$ cat src/rtl/seg7_scan_decoder.sv
// ---------------------------------------------------------------------------
// seg7_scan_decoder
//   Receive-side inverse of a BCD-to-7-segment scanner. Samples a multiplexed
//   7-segment bus and debounces every digit dwell. Each accepted digit is
//   decoded back to BCD, and a complete display frame is offered to a
//   consumer over a valid/ready handshake.
//
// Parameters
//   NUM_DIGITS     digits per frame (1..8)
//   STABLE_CYCLES  identical consecutive samples needed to accept (>=2)
//
// Ports
//   clk          in   system clock, rising edge
//   reset_n      in   asynchronous active-low reset
//   en           in   decoder enable; low clears the collect side
//   seg_in       in   [6:0] segments a..g on bits 6..0, active high
//   digit_sel    in   [NUM_DIGITS-1:0] one-hot digit strobe
//   bcd_out      out  [4*NUM_DIGITS-1:0] frame, digit i in [4i+3:4i]
//   frame_valid  out  bcd_out holds an unconsumed frame
//   frame_ready  in   consumer takes the frame when valid & ready
//   blank_mask   out  [NUM_DIGITS-1:0] digit i was blank in the frame
//   digit_err    out  one-cycle pulse, illegal pattern accepted
//   overrun      out  one-cycle pulse, completed frame dropped
// ---------------------------------------------------------------------------
module seg7_scan_decoder #(
  parameter int NUM_DIGITS    = 4,
  parameter int STABLE_CYCLES = 4
) (
  input  logic                      clk,
  input  logic                      reset_n,
  input  logic                      en,
  input  logic [6:0]                seg_in,
  input  logic [NUM_DIGITS-1:0]     digit_sel,
  output logic [4*NUM_DIGITS-1:0]   bcd_out,
  output logic                      frame_valid,
  input  logic                      frame_ready,
  output logic [NUM_DIGITS-1:0]     blank_mask,
  output logic                      digit_err,
  output logic                      overrun
);

  localparam int CW = $clog2(STABLE_CYCLES + 1);
  localparam int SW = NUM_DIGITS + 7;
  localparam logic [CW-1:0] CNT_MAX = CW'(STABLE_CYCLES);
  localparam logic [CW-1:0] CNT_ACC = CW'(STABLE_CYCLES - 1);

  typedef enum logic {OUT_EMPTY = 1'b0, OUT_FULL = 1'b1} out_state_t;
  typedef enum logic {COL_IDLE = 1'b0, COL_COLLECT = 1'b1} col_state_t;

  // Returns {legal, blank, nibble}; all-dark segments decode to a legal blank.
  function automatic logic [5:0] decode_seg(input logic [6:0] seg);
    logic [5:0] r;
    case (seg)
      7'h7E:   r = {1'b1, 1'b0, 4'h0};
      7'h30:   r = {1'b1, 1'b0, 4'h1};
      7'h6D:   r = {1'b1, 1'b0, 4'h2};
      7'h79:   r = {1'b1, 1'b0, 4'h3};
      7'h33:   r = {1'b1, 1'b0, 4'h4};
      7'h5B:   r = {1'b1, 1'b0, 4'h5};
      7'h5F:   r = {1'b1, 1'b0, 4'h6};
      7'h70:   r = {1'b1, 1'b0, 4'h7};
      7'h7F:   r = {1'b1, 1'b0, 4'h8};
      7'h7B:   r = {1'b1, 1'b0, 4'h9};
      7'h00:   r = {1'b1, 1'b1, 4'hF};
      default: r = 6'b00_0000;
    endcase
    return r;
  endfunction

  // Registered state
  logic [SW-1:0]           prev_q,        prev_d;
  logic [CW-1:0]           cnt_q,         cnt_d;
  logic [4*NUM_DIGITS-1:0] shadow_q,      shadow_d;
  logic [NUM_DIGITS-1:0]   shadow_blk_q,  shadow_blk_d;
  logic [NUM_DIGITS-1:0]   seen_q,        seen_d;
  logic [4*NUM_DIGITS-1:0] bcd_out_q,     bcd_out_d;
  logic [NUM_DIGITS-1:0]   blank_mask_q,  blank_mask_d;
  logic                    digit_err_q,   digit_err_d;
  logic                    overrun_q,     overrun_d;
  out_state_t              out_state_q,   out_state_d;
  col_state_t              col_state_q,   col_state_d;

  // Combinational helpers
  logic [SW-1:0] sample_s;
  logic          one_hot_s;
  logic          same_s;
  logic [5:0]    dec_s;
  logic          accept_s;
  logic          frame_done_s;

  // Sample classification and the single accept strobe of a dwell.
  always_comb begin
    sample_s  = {digit_sel, seg_in};
    one_hot_s = (digit_sel != '0) &&
                ((digit_sel & (digit_sel - NUM_DIGITS'(1))) == '0);
    same_s    = (sample_s == prev_q);
    dec_s     = decode_seg(seg_in);
    // cnt crossing STABLE-1 -> STABLE happens only once per dwell because the
    // counter saturates; COLLECT is implied whenever cnt_q is non-zero.
    accept_s  = en && (col_state_q == COL_COLLECT) && one_hot_s && same_s &&
                (cnt_q == CNT_ACC);
  end

  // Next-state logic for the stability filter, frame assembly and output side.
  always_comb begin
    prev_d       = prev_q;
    cnt_d        = cnt_q;
    shadow_d     = shadow_q;
    shadow_blk_d = shadow_blk_q;
    seen_d       = seen_q;
    bcd_out_d    = bcd_out_q;
    blank_mask_d = blank_mask_q;
    digit_err_d  = 1'b0;
    overrun_d    = 1'b0;
    out_state_d  = out_state_q;
    col_state_d  = en ? COL_COLLECT : COL_IDLE;
    frame_done_s = 1'b0;

    if (en) begin
      prev_d = sample_s;
      if (one_hot_s) begin
        if (same_s) begin
          cnt_d = (cnt_q >= CNT_MAX) ? CNT_MAX : cnt_q + CW'(1);
        end else begin
          cnt_d = CW'(1);
        end
      end else begin
        cnt_d = '0;
      end
    end else begin
      prev_d = '0;
      cnt_d  = '0;
      seen_d = '0;
    end

    if (accept_s) begin
      if (dec_s[5]) begin
        for (int i = 0; i < NUM_DIGITS; i++) begin
          if (digit_sel[i]) begin
            shadow_d[4*i +: 4] = dec_s[3:0];
            shadow_blk_d[i]    = dec_s[4];
          end else begin
            shadow_d[4*i +: 4] = shadow_d[4*i +: 4];
          end
        end
        seen_d = seen_q | digit_sel;
        if (&seen_d) begin
          seen_d       = '0;
          frame_done_s = 1'b1;
        end else begin
          frame_done_s = 1'b0;
        end
      end else begin
        digit_err_d = 1'b1;
        seen_d      = '0;
      end
    end else begin
      frame_done_s = 1'b0;
    end

    // A new frame may load on the very edge the old one is consumed.
    if (frame_done_s && ((out_state_q == OUT_EMPTY) || frame_ready)) begin
      bcd_out_d    = shadow_d;
      blank_mask_d = shadow_blk_d;
      out_state_d  = OUT_FULL;
    end else if (frame_done_s) begin
      overrun_d = 1'b1;
    end else if ((out_state_q == OUT_FULL) && frame_ready) begin
      out_state_d = OUT_EMPTY;
    end else begin
      out_state_d = out_state_q;
    end
  end

  // State registers for both FSMs and all datapath flops.
  always_ff @(posedge clk or negedge reset_n) begin
    if (!reset_n) begin
      prev_q       <= '0;
      cnt_q        <= '0;
      shadow_q     <= '0;
      shadow_blk_q <= '0;
      seen_q       <= '0;
      bcd_out_q    <= '0;
      blank_mask_q <= '0;
      digit_err_q  <= 1'b0;
      overrun_q    <= 1'b0;
      out_state_q  <= OUT_EMPTY;
      col_state_q  <= COL_IDLE;
    end else begin
      prev_q       <= prev_d;
      cnt_q        <= cnt_d;
      shadow_q     <= shadow_d;
      shadow_blk_q <= shadow_blk_d;
      seen_q       <= seen_d;
      bcd_out_q    <= bcd_out_d;
      blank_mask_q <= blank_mask_d;
      digit_err_q  <= digit_err_d;
      overrun_q    <= overrun_d;
      out_state_q  <= out_state_d;
      col_state_q  <= col_state_d;
    end
  end

  assign bcd_out     = bcd_out_q;
  assign blank_mask  = blank_mask_q;
  assign frame_valid = (out_state_q == OUT_FULL);
  assign digit_err   = digit_err_q;
  assign overrun     = overrun_q;

endmodule

$ cat config.mk
export PLATFORM = sky130hd
export DESIGN_NAME = seg7_scan_decoder
export DESIGN_NICKNAME = d
export VERILOG_FILES = /design/src/rtl/seg7_scan_decoder.sv
export SDC_FILE = /design/constraint.sdc
export NUM_CORES = 1
export LEC_CHECK = 0
export ABC_AREA = 1
export CAP_MARGIN = 5
export CELL_PAD_IN_SITES_DETAIL_PLACEMENT = 2
export CELL_PAD_IN_SITES_GLOBAL_PLACEMENT = 2
export CORE_MARGIN = 4
export CORE_UTILIZATION = 29
export CTS_CLUSTER_SIZE = 16
export DETAILED_ROUTE_END_ITERATION = 6
export HOLD_SLACK_MARGIN = 0.06
export PLACE_DENSITY = 0.81
export SLEW_MARGIN = 40
export SYNTH_ARGS = -nofsm -noshare
export SYNTH_HDL_FRONTEND = slang
export SYNTH_SLANG_ARGS = --single-unit
$ cat constraint.sdc
create_clock -name clk -period 1.7 [get_ports clk]
set_input_delay 0.425 -clock clk [delete_from_list [all_inputs] [get_ports clk]]
set_output_delay 0.425 -clock clk [all_outputs]
set_load 0.05 [all_outputs]
==> results.py, run 1 <==
metrics = {
    "outcome": {
        "outcome": "complete, but fails checks",
        "violations": "setup timing",
    },
    "job": {
        "maxCapViolations": 0,
    },
    "logic_synthesis": {
        "synthCells": 439,
        "syn_area_um2": 3290,
        "synth-seq-cells": 62,
        "synth_edf_count": 0,
        "synthesis.nets": 457,
        "seq_area_frac_synth": 0.472,
        "postSynthAreaPerCell_um2": 7.49,
        "yosys.area.top_type": "dfrtp_1",
        "async_reset_ff_frac": 1.00,
        "synth.yosys.warnings": 0,
        "synth_cell_types": 29,
        "synth_area_leaders": "dfrtp_1, nand2_1, inv_1",
        "synthFlopType": "dfrtp_1",
        "synth_top_area_frac": 0.472,
    },
    "drt": {
        "vias": 3584,
        "via_per_inst": 5.16,
        "firstDrtPassIters": 4,
        "wirelength_mm": 18.3,
        "final_antenna_net_count": 0,
        "drt_iter0_drc": 199,
        "wl_per_cell_um": 26.3,
        "drc_errors": 0,
    },
    "critical_path": {
        "cp_data_required_time_ns": 1.93,
        "slowest_stage": "dfrtp_1",
        "endpoint_kind": "register",
        "cp.arrival_ns": 2.43,
        "cp_common_cell": "nand2_1",
        "crit_path_cell_trace": "inv_1, nand2_1, nand2_1, nand2_2, nor2_4, nand3_4, nor2_8, buf_6, and2_4, nand3_4, buf_12, nand2_2, nand2_1",
        "slowest_delay_ns": 0.40,
        "crit_type": "reg -> reg",
        "start_kind": "register",
        "cp_max_fo": 5,
    },
    "placed_design": {
        "io_buffers": 37,
        "dp_hpwl_mm": 7.77,
        "globalplace.congestion": 0.763,
        "place_ws_ns": -0.808,
        "dp_cells": 650,
    },
    "sta": {
        "max_freq_mhz": 455,
        "tightest_slew_ns": 0.458,
        "rsz0062_at_grt": "yes",
        "worst_slack_ns": -0.496,
        "setup_violations": 45,
        "fin_crit_sh": 1.29,
        "min_period_ns": 2.20,
        "relSlewSlack": 0.695,
        "drv_slew": 0,
        "skew_ns": 0.0104,
        "hold_viol_final": 0,
    },
    "clock_tree": {
        "htreeDepth": 3,
        "clock_path_buffers": 2,
        "cts_tree": "done",
        "cts_made_buffers": 9,
        "cts_num_sinks": 62,
        "clkSlewWorstSetupHoldPaths_ns": 0.06,
        "insertion_delay_ns": 0.35,
        "cts-root-buf": "clkbuf_16",
    },
    "floorplan": {
        "core_area_um2": 11000,
        "io_pins": 38,
        "die_x_um": 114,
        "rows": 38,
        "dieArea_um2": 13100,
        "die-height_um": 114,
        "initial_utilization": 0.299,
    },
    "global_route": {
        "antenna_found_initial": 1,
        "use_met2": 0.436,
        "grt_pass1_wl_mm": 23.7,
        "grt_busiest_layer": "met2",
        "grt_overflow_total": 0,
        "met3_usage": 0.0460,
        "grt_max_degree": 33,
        "use_met1": 0.280,
        "grtUsageTotal": 0.245,
        "grt_pass1_vias": 4138,
    },
    "cells_and_area": {
        "layoutNonFillerInstCount": 695,
        "areaGrowthSynthToFinish_pct": 65.9,
        "nNetsFinal": 567,
        "layout-drive-gt1-share": 0.437,
    },
    "power_and_ir_drop": {
        "total_power_w": 0.00405,
        "p_per_area_nw_per_um2": 743,
        "leakagePower_nw": 2.73,
        "vdd_drop_max_mv": 0.573,
    },
    "hold_path": {
        "min-delay-path-class": "in -> reg",
    },
}
-- sequential cells by signal, indices dropped and copies added, names as in the netlist --
register      count
bcd_out          16
blank_mask        4
overrun           1
shadow_q         16
col_state_q       1
digit_err         1
prev_q           11
cnt_q             3
shadow_blk_q      4
frame_valid       1
seen_q            4
-- layout make-up --
class / count / area [µm²]
Antenna cell: 1 / 2.50
Fill cell: 1140 / 5530
Inverter: 53 / 199
Timing Repair Buffer: 112 / 1280
Clock buffer: 11 / 253
Clock inverter: 5 / 81.3
Multi-Input combinational cell: 311 / 1910
Sequential cell: 62 / 1550
Tap cell: 140 / 175
-- placed cells by master, fill, tap and decap left out, types with 2 or more instances in the layout --
cell type / Yosys / final
nor2_4: 3 / 14
dfrtp_1: 62 / 62
o21ai_0: 9 / 5
nor2_2: 5 / 6
nand4_1: 11 / 11
buf_12: 0 / 21
buf_6: 3 / 11
nand2_1: 185 / 125
a21oi_2: 0 / 2
clkbuf_16: 0 / 11
clkdlybuf4s15_2: 0 / 7
nand3_2: 2 / 5
and2_4: 1 / 4
and2_1: 10 / 7
buf_4: 5 / 59
o21ai_2: 0 / 3
inv_2: 1 / 7
bufinv_16: 0 / 2
nand2_2: 1 / 47
xnor2_1: 3 / 3
nor2_1: 30 / 18
buf_2: 4 / 5
inv_1: 52 / 46
buf_16: 0 / 4
nand3_4: 1 / 7
nand2_4: 1 / 14
nand3_1: 38 / 29
clkbuf_8: 0 / 2
-- per-layer routing --
metal | vias to the layer above | routed length, µm
met5 | - | 0
met4 | 0 | 891
met3 | 55 | 567
met2 | 103 | 9700
met1 | 1849 | 7110
li1 | 1577 | -
-- cell usage after synthesis (2+ instances only) --
master / count
nor2_4: 3
xnor2_1: 3
nand2_1: 185
o21ai_0: 9
ha_1: 3
inv_1: 52
nor2_1: 30
nor2_2: 5
nand4_1: 11
dfrtp_1: 62
nand3_2: 2
nand3_1: 38
buf_2: 4
a21oi_1: 2
and2_1: 10
buf_6: 3
buf_4: 5
-- path summary, 6_finish.rpt --
kind                             from  cells past startpoint  slack [ns]     endpoint
max reg2reg                 prev_q[9]                     13       -0.50   bcd_out[5]
min                         seg_in[1]                      3        0.39    prev_q[1]
max in group asynchronous     reset_n                      3        0.60  bcd_out[11]
min reg2reg                bcd_out[2]                      2        0.52   bcd_out[2]
min in group asynchronous     reset_n                      2        0.56  col_state_q
max                         prev_q[9]                     13       -0.50   bcd_out[5]
-- power breakdown --
part | leakage (nW) | switching (W) | total (W) | internal [W]
registers | 0.805 | 0.0000129 | 0.00151 | 0.00149
logic | 1.76 | 0.000273 | 0.000417 | 0.000144
clock network | 0.162 | 0.000768 | 0.00213 | 0.00136
-- critical path: cells and delay by family, from the launching register on --
kind | cells | cell delay, ns
and+or+nand+nor | 10 | 1.21
buffers and inverters | 3 | 0.47
DFF | 1 | 0.40
-- cell families (layout without fill, tap and decap cells) --
logic type | after synthesis | count (layout) | synth area share
xor gates and xnor gates | 4 | 4 | 0.0107
DFF | 62 | 62 | 0.472
and+or+nand+nor | 293 | 293 | 0.400
other | 0 | 1 | 0
buffers and inverters | 66 | 181 | 0.0894
AOI/OAI and AO/OA | 11 | 11 | 0.0167
adders and majority gates | 3 | 3 | 0.0114
-- through the flow --
| stage | area [µm²] | utilization | hold WS, ns | TNS, ns |
|---|---|---|---|---|
| after floorplan | 3330 | - | 0.129 | -0.00108 |
| after global routing | 5460 | 0.497 | 0.414 | -18.19 |
| after CTS | 5010 | 0.456 | 0.455 | -3.29 |
| after detailed placement | 4290 | 0.391 | 0.400 | -34.25 |
| final | 5460 | 0.497 | 0.387 | -15.30 |
| after global placement | 4290 | 0.391 | 0.400 | -29.06 |
-- repair_timing --
action	CTS	global route
buffers inserted	11	10
endpoints found under the setup margin	50	46
resized for setup	95	95
hold buffers	1	0
pin swaps	15	14
cloned	4	2
endpoints found under the hold margin	12	0
(Power assumes the default switching activity.)
==> inputs of run 2 (changes only) <==
--- a/config.mk
+++ b/config.mk
@@ -11,6 +11,7 @@
 export CELL_PAD_IN_SITES_GLOBAL_PLACEMENT = 2
 export CORE_MARGIN = 4
 export CORE_UTILIZATION = 29
+export CTS_BUF_LIST = sky130_fd_sc_hd__clkbuf_16
 export CTS_CLUSTER_SIZE = 16
 export DETAILED_ROUTE_END_ITERATION = 6
 export HOLD_SLACK_MARGIN = 0.06
==> run 2 against run 1 <==
  * The run still ends with setup timing left
  * Non-clock buffer count fell by 9
  * Total power fell by 2.9%
  * Via count fell by 0.56%
  * Sequential share of layout area rose by 1.3 points
  * Flip-flop and latch count did not move
  * Setup slack improved by 0.10 ns
  * First-iteration DRC count rose by 30%
  * Clock skew rose by 0.0016 ns
  * Critical path depth rose by 2
  * Combinational power fell by 3%
  * Largest power group unchanged
==> results.py, run 2 (synthesis results as in run 1) <==
metrics = {
    "cells_and_area": {
        "nNetsFinal": 558,
        "final_cell_mix": "nand2_1, dfrtp_1, buf_4, inv_1, nand2_2",
        "layout-drive-gt1-share": 0.391,
        "areaGrowthSynthToFinish_pct": 58.4,
        "final_common_cell": "nand2_1",
        "layoutNonFillerInstCount": 685,
        "post-route-util": 0.474,
        "n_antenna_cell": 0,
    },
    "drt": {
        "via_per_inst": 5.20,
        "firstDrtPassIters": 4,
        "drc_errors": 0,
        "wirelength_mm": 17.4,
        "drt_iter0_drc": 259,
        "vias": 3564,
        "wl_per_cell_um": 25.4,
        "final_antenna_net_count": 0,
    },
    "clock_tree": {
        "cts_made_buffers": 9,
        "cts_tree": "done",
        "cts_num_sinks": 62,
        "cts-root-buf": "clkbuf_16",
        "clock_path_buffers": 2,
        "htreeDepth": 3,
        "insertion_delay_ns": 0.35,
        "clkSlewWorstSetupHoldPaths_ns": 0.06,
    },
    "power_and_ir_drop": {
        "vdd_drop_max_mv": 0.581,
        "p_per_area_nw_per_um2": 756,
        "total_power_w": 0.00394,
        "leakagePower_nw": 2.65,
    },
    "critical_path": {
        "path_buf_inv": 4,
        "cp_top_family": "simple AND/OR/NAND/NOR gates",
        "endpoint_kind": "register",
        "cp.arrival_ns": 2.33,
        "slowest_stage": "dfrtp_1",
        "cp_data_required_time_ns": 1.93,
        "rr_worst_depth": 15,
        "crit_path_cell_trace": "inv_1, nand2_1, nand2_1, nand2_2, nor2_4, nand3_4, nor2_8, buf_6, buf_6, buf_12, nand3_4, nand2_2, nand2_2, nand2_2, nand2_1",
        "start_kind": "register",
        "cp_max_fo": 8,
        "slowest_delay_ns": 0.40,
        "cp_common_cell": "nand2_2",
        "cp_num_cells": 15,
        "crit_type": "reg -> reg",
    },
    "floorplan": {
        "core_area_um2": 11000,
        "die-height_um": 114,
        "rows": 38,
        "die_x_um": 114,
        "dieArea_um2": 13100,
        "io_pins": 38,
        "initial_utilization": 0.299,
    },
    "sta": {
        "whs_ns": 0.412,
        "max_freq_mhz": 477,
        "rsz0062_at_grt": "yes",
        "relSlewSlack": 0.690,
        "min_period_ns": 2.10,
        "drv_slew": 0,
        "tightest_slew_ns": 0.465,
        "setup_violations": 47,
        "skew_ns": 0.0119,
        "worst_slack_ns": -0.396,
        "fin_crit_sh": 1.23,
        "hold_viol_final": 0,
    },
    "hold_path": {
        "min-delay-path-class": "in -> reg",
        "hold-path-cell-count": 3,
    },
    "placed_design": {
        "io_buffers": 37,
        "dp_cells": 650,
        "dp_hpwl_mm": 7.77,
        "globalplace.congestion": 0.763,
    },
    "global_route": {
        "grt_overflow_total": 0,
        "grt_max_degree": 33,
        "grtUsageTotal": 0.243,
        "grt_pass1_vias": 4106,
        "grt_pass1_wl_mm": 23.7,
        "antenna_found_initial": 0,
    },
    "job": {
        "maxCapViolations": 0,
    },
    "outcome": {
        "violations": "setup timing",
        "outcome": "complete, but fails checks",
    },
}
-- run 2: cell count changes in the layout (fill, tap and decap cells not counted), sizes merged --
cell	before	now
buf	100	91
clkbuf	13	10
clkdlybuf4s15	7	8
clkinv	2	4
diode	1	0
-- run 2: report_power, final --
group          internal, W  total (W)  switching [W]
clock network      0.00127    0.00203       0.000753
logic             0.000139   0.000405       0.000265
registers          0.00149    0.00151      0.0000141
-- run 2: repair_timing --
action | in CTS | in global routing
setup buffers | 11 | 3
endpoints found under the setup margin | 50 | 46
pin swaps | 18 | 19
gates resized for setup | 89 | 66
cloned | 4 | 1
hold buffers | 1 | 0
endpoints found under the hold margin | 12 | 0
-- run 2: worst reg2reg max path, delay by kind of cell, from the launching register on --
family / cells / cell delay [ns]
buffers and inverters: 4 / 0.49
and+or+nand+nor: 11 / 1.09
DFF: 1 / 0.40
-- run 2: final cells by class --
| cell class | instances | area, µm² |
|---|---|---|
| Clock buffer | 9 | 225 |
| Clock inverter | 7 | 88.8 |
| Fill cell | 1193 | 5770 |
| Inverter | 53 | 199 |
| Multi-Input combinational cell | 311 | 1810 |
| Sequential cell | 62 | 1550 |
| Tap cell | 140 | 175 |
| Timing Repair Buffer | 103 | 1160 |
-- run 2: path summary, 6_finish.rpt --
check / startpoint / end / slack (ns)
worst max register to register: prev_q[9] / bcd_out[2] / -0.40
min in group asynchronous: reset_n / col_state_q / 0.57
worst min-delay path: seg_in[6] / prev_q[6] / 0.41
worst min register to register: shadow_q[6] / shadow_q[6] / 0.49
max in group asynchronous: reset_n / shadow_q[15] / 0.58
worst max-delay path: prev_q[9] / bcd_out[2] / -0.40
-- run 2: layer usage --
| layer | GRT usage | vias to the layer above | share of wire |
|---|---|---|---|
| met5 | 0 | - | 0 |
| li1 | - | 1555 | - |
| met2 | 0.446 | 118 | 0.54 |
| met1 | 0.269 | 1847 | 0.39 |
| met4 | 0.107 | 0 | 0.039 |
| met3 | 0.0470 | 44 | 0.032 |
-- run 2: per-stage QoR --
step / setup TNS, ns / area (µm²) / setup slack, ns
after global routing: -15.57 / 5210 / -0.503
after floorplan: -0.00108 / 3330 / -0.00108
after detailed placement: -34.25 / 4290 / -0.808
after global placement: -29.06 / 4290 / -0.703
final: -11.26 / 5210 / -0.396
after CTS: -3.46 / 5000 / -0.146
==> variant, RTL diff (config.mk and constraints of run 1) <==
Set the parameter `NUM_DIGITS` to 8 (it was 4). Comments in the files are not updated.
--- a/src/rtl/seg7_scan_decoder.sv
+++ b/src/rtl/seg7_scan_decoder.sv
@@ -24,5 +24,5 @@
 // ---------------------------------------------------------------------------
 module seg7_scan_decoder #(
-  parameter int NUM_DIGITS    = 4,
+  parameter int NUM_DIGITS    = 8,
   parameter int STABLE_CYCLES = 4
 ) (
Interface: changed (resized bcd_out, blank_mask and digit_sel); port bits go from 38 to 62. No check against the original RTL was run, so the function may have changed too.
==> variant against run 1 <==
The run still ends with setup timing left. Routed wire length up 59%. Clock power increased by 7%. Synthesized area up 53%. Power grew 35%. Setup slack worse by 0.043 ns. Sequential cell count increased by 48. Critical path depth stayed put. Design area up 58%. Critical endpoint is now bcd_out[18]. Highest routed layer unchanged.
==> variant: results (changes against run 1) <==
| Metric | Value |
|---|---|
| Status | finished, violations left (unchanged) |
| Failing checks | setup timing (unchanged) |
| Hold Crit Endpoint | prev_q[5] (was prev_q[1]) |
| I/O Buffers | 61 (was 37) |
| Via count | 5,341 (was 3,584) |
| Setup violators final | 92 (was 45) |
| Yosys cell types | 32 (was 29) |
| Leakage power | 4.38 nW (was 2.73 nW) |
| First-pass GRT wire length | 37.2 mm (was 23.7 mm) |
| Routed WL | 29.1 mm (was 18.3 mm) |
| Hold Slack | 0.329 ns (was 0.387 ns) |
| Clock-pin slew on the worst setup and hold paths | 0.08 ns (was 0.06 ns) |
| FF-to-FF End | bcd_out[18] (was bcd_out[5]) |
| Most frequent cells after synthesis | nand2_1 (273), dfrtp_1 (110), nand3_1 (55) (was nand2_1 (185), dfrtp_1 (62), inv_1 (52)) |
| Setup tns final | -35.64 ns (was -15.30 ns) |
| Post-DP HPWL | 11.8 mm (was 7.77 mm) |
| Tot GR Track Use | 0.249 (was 0.245) |
| Worst ir drop on vdd | 0.733 mV (was 0.573 mV) |
| Placed cells | 936 (was 650) |
| Antenna Cells | 0 (was 1) |
| Max transition margin | 0.742 (was 0.695) |
| Final #Nets | 814 (was 567) |
| Seq/Total Area, Yosys | 0.546 (was 0.472) |
| WP data arrival | 2.56 ns (was 2.43 ns) |
| Insertion delay to the later sink of the worst-skew pair | 0.39 ns (was 0.35 ns) |
| Min-delay src | seg_in[5] (was seg_in[1]) |
| Crit Reg-Reg Startpoint | prev_q[7] (was prev_q[9]) |
| PnR worst setup slack | -0.539 ns (was -0.496 ns) |
| Gp weighted congestion | 0.824 (was 0.763) |
| Initial antenna violation count | 0 (was 1) |
[variant: worst register-to-register path: cells and delay by family, from the launching register on]
family	cells	cell delay (ns)
buffers and inverters	3	0.52
DFF	1	0.40
and+or+nand+nor	9	1.09
xor gates and xnor gates	1	0.17
[variant: cell type report]
class / instances / area (um^2)
clock buffers: 11 / 243
repair buffers: 189 / 2310
clock inverters: 5 / 41.3
multi-input cells: 428 / 2760
fillers: 1724 / 8230
flip-flops and latches: 110 / 2750
well taps: 220 / 275
inverters: 54 / 211
[variant: worst max-delay path by stage]
stage | end | slack, ns | cells after the start
after floorplan | bcd_out[0] | -0.11 | 13
after global placement | bcd_out[1] | -0.96 | 12
after detailed placement | bcd_out[30] | -1.12 | 13
after CTS | bcd_out[26] | -0.34 | 13
after global routing | bcd_out[27] | -0.63 | 13
final | bcd_out[18] | -0.54 | 13
[variant: power by group]
part,total [mW],internal [mW],switching [mW]
clock,2.27,1.06,1.21
sequential,2.65,2.63,0.0155
combinational,0.560,0.198,0.362
total,5.48,3.89,1.59
[variant: metrics by stage]
stage	setup slack, ns	util	power [mW]	area, um^2
after floorplan	-0.113	-	2.85	5090
after detailed placement	-1.12	0.404	3.09	6800
final	-0.539	0.511	5.48	8590
after global routing	-0.626	0.511	5.65	8590
after global placement	-0.960	0.404	3.07	6800
after CTS	-0.340	0.473	5.25	7950
[variant: cell families after synthesis]
group,after synthesis,synth area share
AND/OR/NAND/NOR,391,0.332
adder cells (fa/ha/maj),3,0.00744
XOR/XNOR,10,0.0174
buffers and inverters,73,0.0648
AO/OA/AOI/OAI,22,0.0330
flip-flops,110,0.546
[variant: per-layer routing]
layer  part of all wire  routed length [um]  global-route usage  vias to the layer above
li1                   -                   -                   -                     2249
met2               0.53               15400               0.470                      186
met4              0.040                1150              0.0780                        0
met5                  0                   0                   0                        -
met3              0.036                1050              0.0295                       71
met1               0.39               11500               0.293                     2835
[variant: what timing repair did]
| action | 4_1_cts | 5_1_grt |
|---|---|---|
| endpoints found under the setup margin | 94 | 94 |
| pin swaps | 47 | 49 |
| hold buffers | 1 | 0 |
| hold endpoints to repair | 22 | 0 |
| buffers inserted | 44 | 18 |
| gates resized for setup | 160 | 155 |
| gates cloned | 6 | 4 |
